===== src/rtl/mc_trap_ctrl.sv =====
// Interrupt / exception controller for the multi-cycle CPU.
// Latches and prioritises irq sources, traps on ALU overflow, redirects the
// PC to the handler vector and back to the saved EPC on eret.
//
// state     | meaning
// ----------+---------------------------------------------------------
// S_IDLE    | normal execution, watching for overflow / eligible irq
// S_TRAP    | one cycle: redirect PC to HANDLER_ADDR
// S_HANDLER | handler running, no nesting, eret ends it
// S_RETURN  | one cycle: redirect PC to saved EPC
module mc_trap_ctrl #(
    parameter int          NUM_IRQ      = 4,
    parameter bit          EDGE_MODE    = 1'b1,
    parameter logic [31:0] HANDLER_ADDR = 32'h0000_0100
) (
    input  logic               clk,
    input  logic               reset,
    input  logic [NUM_IRQ-1:0] irq_in,
    input  logic               overflow,
    input  logic               ovf_valid,
    input  logic               inst_boundary,
    input  logic [31:0]        pc_current,
    input  logic               eret,
    input  logic               gie_we,
    input  logic               gie_wdata,
    input  logic               mask_we,
    input  logic [NUM_IRQ-1:0] mask_wdata,
    output logic               redirect_valid,
    output logic [31:0]        redirect_pc,
    output logic [31:0]        epc_out,
    output logic [7:0]         cause_out,
    output logic [NUM_IRQ-1:0] pending_out,
    output logic [NUM_IRQ-1:0] int_ack,
    output logic               in_handler,
    output logic               fatal
);

    typedef enum logic [1:0] {
        S_IDLE    = 2'd0,
        S_TRAP    = 2'd1,
        S_HANDLER = 2'd2,
        S_RETURN  = 2'd3
    } state_t;

    state_t             state_q, state_n;
    logic               gie_q;
    logic [NUM_IRQ-1:0] mask_q;
    logic [NUM_IRQ-1:0] prev_q;
    logic [NUM_IRQ-1:0] pending_q;
    logic [31:0]        epc_q;
    logic [7:0]         cause_q;
    logic               fatal_q;

    logic [NUM_IRQ-1:0] pending_eff;
    logic [NUM_IRQ-1:0] eligible;
    logic [NUM_IRQ-1:0] winner_oh;
    logic [6:0]         winner_idx;
    logic               ovf_hit;
    logic               take_ovf;
    logic               take_irq;
    logic               set_fatal;

    // In level mode the raw source is the pending state; the edge latch is then unused.
    assign pending_eff = EDGE_MODE ? pending_q : irq_in;
    assign eligible    = pending_eff & mask_q & {NUM_IRQ{gie_q}};
    // Isolate the lowest set bit: lowest index has highest priority.
    assign winner_oh   = eligible & (~eligible + 1'b1);
    assign ovf_hit     = ovf_valid & overflow;

    // Binary index of the lowest eligible source for the cause register.
    always_comb begin
        winner_idx = '0;
        for (int i = NUM_IRQ - 1; i >= 0; i--) begin
            if (eligible[i]) begin
                winner_idx = 7'(i);
            end
        end
    end

    // Next-state and per-state outputs.
    always_comb begin
        state_n        = state_q;
        take_ovf       = 1'b0;
        take_irq       = 1'b0;
        set_fatal      = 1'b0;
        redirect_valid = 1'b0;
        redirect_pc    = HANDLER_ADDR;
        int_ack        = '0;
        in_handler     = 1'b0;
        case (state_q)
            S_IDLE: begin
                if (ovf_hit) begin
                    take_ovf = 1'b1;
                    state_n  = S_TRAP;
                end else if (inst_boundary && (eligible != '0)) begin
                    take_irq = 1'b1;
                    int_ack  = winner_oh;
                    state_n  = S_TRAP;
                end
            end
            S_TRAP: begin
                redirect_valid = 1'b1;
                state_n        = S_HANDLER;
            end
            S_HANDLER: begin
                in_handler = 1'b1;
                set_fatal  = ovf_hit;
                if (eret) begin
                    state_n = S_RETURN;
                end
            end
            S_RETURN: begin
                redirect_valid = 1'b1;
                redirect_pc    = epc_q;
                state_n        = S_IDLE;
            end
            default: state_n = S_IDLE;
        endcase
    end

    // State register.
    always_ff @(posedge clk or negedge reset) begin
        if (!reset) begin
            state_q <= S_IDLE;
        end else begin
            state_q <= state_n;
        end
    end

    // Software-visible enables, writable in any state.
    always_ff @(posedge clk or negedge reset) begin
        if (!reset) begin
            gie_q  <= 1'b0;
            mask_q <= '0;
        end else begin
            if (gie_we) begin
                gie_q <= gie_wdata;
            end
            if (mask_we) begin
                mask_q <= mask_wdata;
            end
        end
    end

    // Edge detector and pending latch; a new edge wins over a same-cycle ack.
    always_ff @(posedge clk or negedge reset) begin
        if (!reset) begin
            prev_q    <= '0;
            pending_q <= '0;
        end else begin
            prev_q    <= irq_in;
            pending_q <= (pending_q & ~int_ack) | (irq_in & ~prev_q);
        end
    end

    // Trap bookkeeping: EPC, cause and the sticky nested-overflow flag.
    always_ff @(posedge clk or negedge reset) begin
        if (!reset) begin
            epc_q   <= '0;
            cause_q <= '0;
            fatal_q <= 1'b0;
        end else begin
            if (take_ovf) begin
                // PC was already incremented when the ALU op executes.
                epc_q   <= pc_current - 32'd4;
                cause_q <= 8'h80;
            end else if (take_irq) begin
                epc_q   <= pc_current;
                cause_q <= {1'b0, winner_idx};
            end
            if (set_fatal) begin
                fatal_q <= 1'b1;
            end
        end
    end

    assign epc_out     = epc_q;
    assign cause_out   = cause_q;
    assign pending_out = pending_eff;
    assign fatal       = fatal_q;

endmodule


===== config.mk =====
export PLATFORM = sky130hd
export DESIGN_NAME = mc_trap_ctrl
export DESIGN_NICKNAME = d
export VERILOG_FILES = /design/src/rtl/mc_trap_ctrl.sv
export SDC_FILE = /design/constraint.sdc
export NUM_CORES = 1
export LEC_CHECK = 0
export ABC_AREA = 0
export BUFFER_PORTS_ARGS = -buffer_cell sky130_fd_sc_hd__buf_2
export CORE_ASPECT_RATIO = 1.1
export CORE_UTILIZATION = 51
export CTS_CLUSTER_DIAMETER = 120
export DETAILED_ROUTE_END_ITERATION = 8
export HOLD_SLACK_MARGIN = 0.12
export PLACE_DENSITY_LB_ADDON = 0.1
export RECOVER_POWER = 25
export SLEW_MARGIN = 20
export SYNTH_ARGS = -nofsm -noshare
export SYNTH_HDL_FRONTEND = slang
export SYNTH_SLANG_ARGS = --single-unit

===== constraint.sdc =====
create_clock -name clk -period 7.3 [get_ports clk]
set_clock_uncertainty 0.2 [all_clocks]
set_input_delay 1.46 -clock clk [delete_from_list [all_inputs] [get_ports clk]]
set_output_delay 1.46 -clock clk [all_outputs]
set_load 0.05 [all_outputs]

* After elaboration in Yosys (flattened, before gate mapping)
Cells that the tools add are included.
** Word-level totals
- Bits in writable memories :: 0
- Word-level logic and storage cells :: 55
- Output and inout port bits :: 83
- Bits in latches :: 0
- Memories :: 0
- Register bits :: 56
- Memory bits (read-only) :: 0
** Cells by class
- Equality and inequality tests :: 5
- Shift operators :: 0
- Reductions and logical operators :: 6
- $add $sub $neg :: 2
- Multiply operators :: 0
- Divide/modulo/power cells :: 0
- Order comparisons :: 0
- Bitwise gates (word level) :: 10
- Mux-type cells :: 24
** Operator list (count)
- $mux 32 :: 3
- $sub 32x3->32 const B :: 1
- $and 4x4->4 :: 5
- $mux 8 :: 2
- $mux 2 :: 7
- $mux 4 :: 3
- $not 4->4 :: 3
- $mux 1 :: 8
- $pmux 2 s4 :: 1
- $add 4x1->4 const B :: 1
- $eq 2x2->1 const B :: 2
- $or 4x4->4 :: 1
- $reduce_bool 4->1 :: 1
- $ne 3x3->1 const B :: 1
- $eq 2x1->1 const B :: 1
- $logic_not 2->1 :: 1
- $ne 2x2->1 const B :: 1
- $reduce_and 2->1 :: 1
- $reduce_bool 2->1 :: 1
- $reduce_or 2->1 :: 1
- $and 1x1->1 :: 1
- $logic_and 1x1->1 :: 1

* Logic depth before layout (Yosys ltp)
- Word-level depth :: 11
- Depth in mapped cells :: 8
- Depth with buffers taken out :: 6

* Least setup slack after synthesis
No wires, ideal clock.
- Path type :: input -> output
- From :: input port ovf_valid
- To :: output port int_ack[2]
- Stages :: 6
- Setup slack :: 2.280 ns
- Buffers on the path :: 2
- Arrival :: 3.360 ns
- Required time :: 5.640 ns
- Cells stage by stage :: a21bo_2 -> a211oi_1 -> clkbuf_1 -> clkbuf_1 -> nand2_1 -> nor2_1
** Between the ends
- Cells in the longest elaborated chain, start to end :: 3
** Ends and longest elaborated chain
- start: declaration :: RTL line 20 : input logic ovf_valid,
- $and 1x1->1 :: RTL line 68 : assign ovf_hit = ovf_valid & overflow;
- $mux 4 :: RTL line 92 : if (ovf_hit) begin
- $mux 4 :: RTL line 90 : case (state_q)
- end: declaration :: RTL line 33 : output logic [NUM_IRQ-1:0] int_ack,
Every way passes these cells.

* Worst setup path after layout
- From :: input port ovf_valid
- To :: output port int_ack[1]
Same word-level chain as after synthesis.

==> flow_summary.json <==
{
  "final_common_cell": "buf_2",
  "root_buffer": "clkbuf_8",
  "clk_latency_ns": 0.31,
  "overflow": 0,
  "area_growth_pct": 26.05,
  "drcViolationCount": 0,
  "worstSetupStartpointType": "primary input",
  "synth_cell_type_count": 46,
  "synthArstFlopShare_pct": 100.0,
  "setup_viol": 0,
  "die_h_um": 81.50,
  "ys_seq_area_share_pct": 43.55,
  "grt_pass1_wl_mm": 10.56,
  "drt_first_iter_violations": 93,
  "die_x_um": 74.27,
  "final_cell_mix": "buf_2, dfrtp_1, and2_1, nor3_1, a31oi_1",
  "layout-drive-gt1-share_pct": 33.87,
  "max_freq_ghz": 0.2185,
  "worst-setup-path-type": "primary input to primary output",
  "firstDrtPassIters": 4,
  "grt_max_degree": 52,
  "rsz0062_at_grt": "false",
  "post_cts_buffers": 0,
  "vdd_drop_max_v": 0.0003251,
  "synthCells": 317,
  "layout.nets": 488,
  "worstMarginPinSlew_ns": 2.691,
  "synth_edf_count": 0,
  "postRouteAntennaNets": 0,
  "period_minus_slack_ns": 4.576,
  "rows": 28,
  "die_area_sq_um": 6053,
  "cp_data_required_time_ns": 5.64,
  "ctsResizeCount": 0,
  "totalWireLength_mm": 6.996,
  "cts_tree": "yes",
  "port-buffer-count": 126,
  "p_per_area_nw_per_um2": 481.7,
  "cp_max_fo": 41,
  "gp_congestion": 0.8506,
  "violations": "max-capacitance violations, max-slew violations",
  "initial_utilization_pct": 53.62,
  "antenna_cells": 0,
  "endpoint_kind": "primary output",
  "slew_viol_final": 52,
  "hold_violations": 0,
  "antenna_found_initial": 0,
  "grt_pass1_vias": 2267,
  "holdPathStages": 1,
  "final.setup.tns_ns": 0,
  "ctsHtreeMaxLevel": 2,
  "clkTransAtPathRegs_ns": 0.09,
  "whs_ns": 0.2465,
  "cts.sinks": 51,
  "relSlewSlack_pct": -79.38,
  "yosysWarnings": 0,
  "run_status": "complete, but fails checks",
  "viasPerCell": 5.528,
  "core_region_area_sq_um": 5465,
  "finalCritPeriodShare_pct": 62.69,
  "hold_buffers": 0,
  "synth-seq-cells": 51,
  "num_vias": 2814,
  "hold_class": "flip-flop to flip-flop",
  "avgSynthCellArea_sq_um": 9.244,
  "cts_inserted_buffers": 5,
  "grt_usage_pct": 22.88,
  "ios": 132,
  "leakage_nw": 1.687,
  "cap_violations": 1,
  "ys.flop_type": "dfrtp_1",
  "reg2regPathDepth": 7,
  "crit_arrival_ns": 2.92,
  "avgRoutedWirePerCell_um": 13.74,
  "dp_hpwl_mm": 4.988,
  "clk_path_buf_depth": 2,
  "syn_area_sq_um": 2930
}
==> report_power, final <==
group | switching [W] | internal (W) | leakage, nW
Clock | 0.0000935 | 0.000100 | 0.0502
Combinational | 0.000846 | 0.000271 | 1.07
Sequential | 0.0000778 | 0.000390 | 0.568
Total | 0.00102 | 0.000762 | 1.69
==> layer usage <==
metal	wire length (um)	global-route usage, %	share of wire [%]	up-vias
li1	-	-	-	1386
met1	3175	31.81	45	1323
met2	3311	36.36	47	99
met3	445	4.417	6.4	6
met4	65	6.604	0.93	0
met5	0	0	0	-
==> state kept, by name, indices dropped and copies added (netlist names) <==
name,count
epc_out,32
prev_q,4
pending_out,4
cause_out,3
state_q,2
gie_q,1
mask_q,4
fatal,1
==> cell usage after synthesis (8+ instances only) <==
library cell | n | area, sq um
mux2_2 | 8 | 90.09
nor2_1 | 11 | 41.29
nand3_1 | 11 | 55.05
a21oi_1 | 12 | 60.06
inv_1 | 14 | 52.55
clkbuf_1 | 16 | 60.06
o31ai_1 | 12 | 90.09
a31oi_1 | 17 | 106.4
dfrtp_1 | 51 | 1276
nand2_1 | 10 | 37.54
or4_1 | 14 | 105.1
and2_1 | 31 | 193.9
xor2_1 | 9 | 78.83
nor3_1 | 28 | 140.1
==> path summary, 6_finish.rpt <==
check                                 from        endpoint  slack, ns
worst max register to register  state_q[0]     epc_out[24]       4.23
max in group asynchronous            reset     epc_out[26]       3.48
worst min-delay path             prev_q[3]  pending_out[3]       0.25
min in group asynchronous            reset      epc_out[7]       1.89
worst min register to register   prev_q[3]  pending_out[3]       0.25
worst max-delay path             ovf_valid      int_ack[1]       2.72
==> final cells by class <==
| class | instances | area, sq um |
|---|---|---|
| Sequential cell | 51 | 1276 |
| Clock inverter | 2 | 37.54 |
| Fill cell | 497 | 1772 |
| Clock buffer | 5 | 68.82 |
| Tap cell | 75 | 93.84 |
| Multi-Input combinational cell | 232 | 1513 |
| Inverter | 14 | 52.55 |
| Timing Repair Buffer | 130 | 651.9 |
==> logic make-up after synthesis <==
family          count (synthesis)  share of synthesized area (%)
other cells                     1                         0.1280
fa+ha+maj                       5                          2.135
mux                            10                          3.758
simple gates                  139                          27.50
flops                          51                          43.55
buf+inv                        38                          5.765
compound gates                 64                          14.48
xor+xnor                        9                          2.690
==> critical path: stages <==
cell      delay (ns)
clkbuf_1        0.11
a21bo_2         0.25
a211oi_4        0.14
buf_4           0.41
and3_1          0.26
buf_2           0.27
==> through the flow <==
stage	setup slack (ns)	instances	cell area, sq um	util, %	power (W)
4_1_cts	2.733	509	3702	67.74	0.001790
2_1_floorplan	2.280	321	2945	-	0.001343
5_1_grt	2.634	509	3694	67.58	0.001877
6_report	2.724	509	3694	67.58	0.001779
3_5_place_dp	2.739	502	3596	65.80	0.001598
3_3_place_gp	2.775	502	3596	65.80	0.001582
No activity file was read; power rests on OpenSTA's default activity.
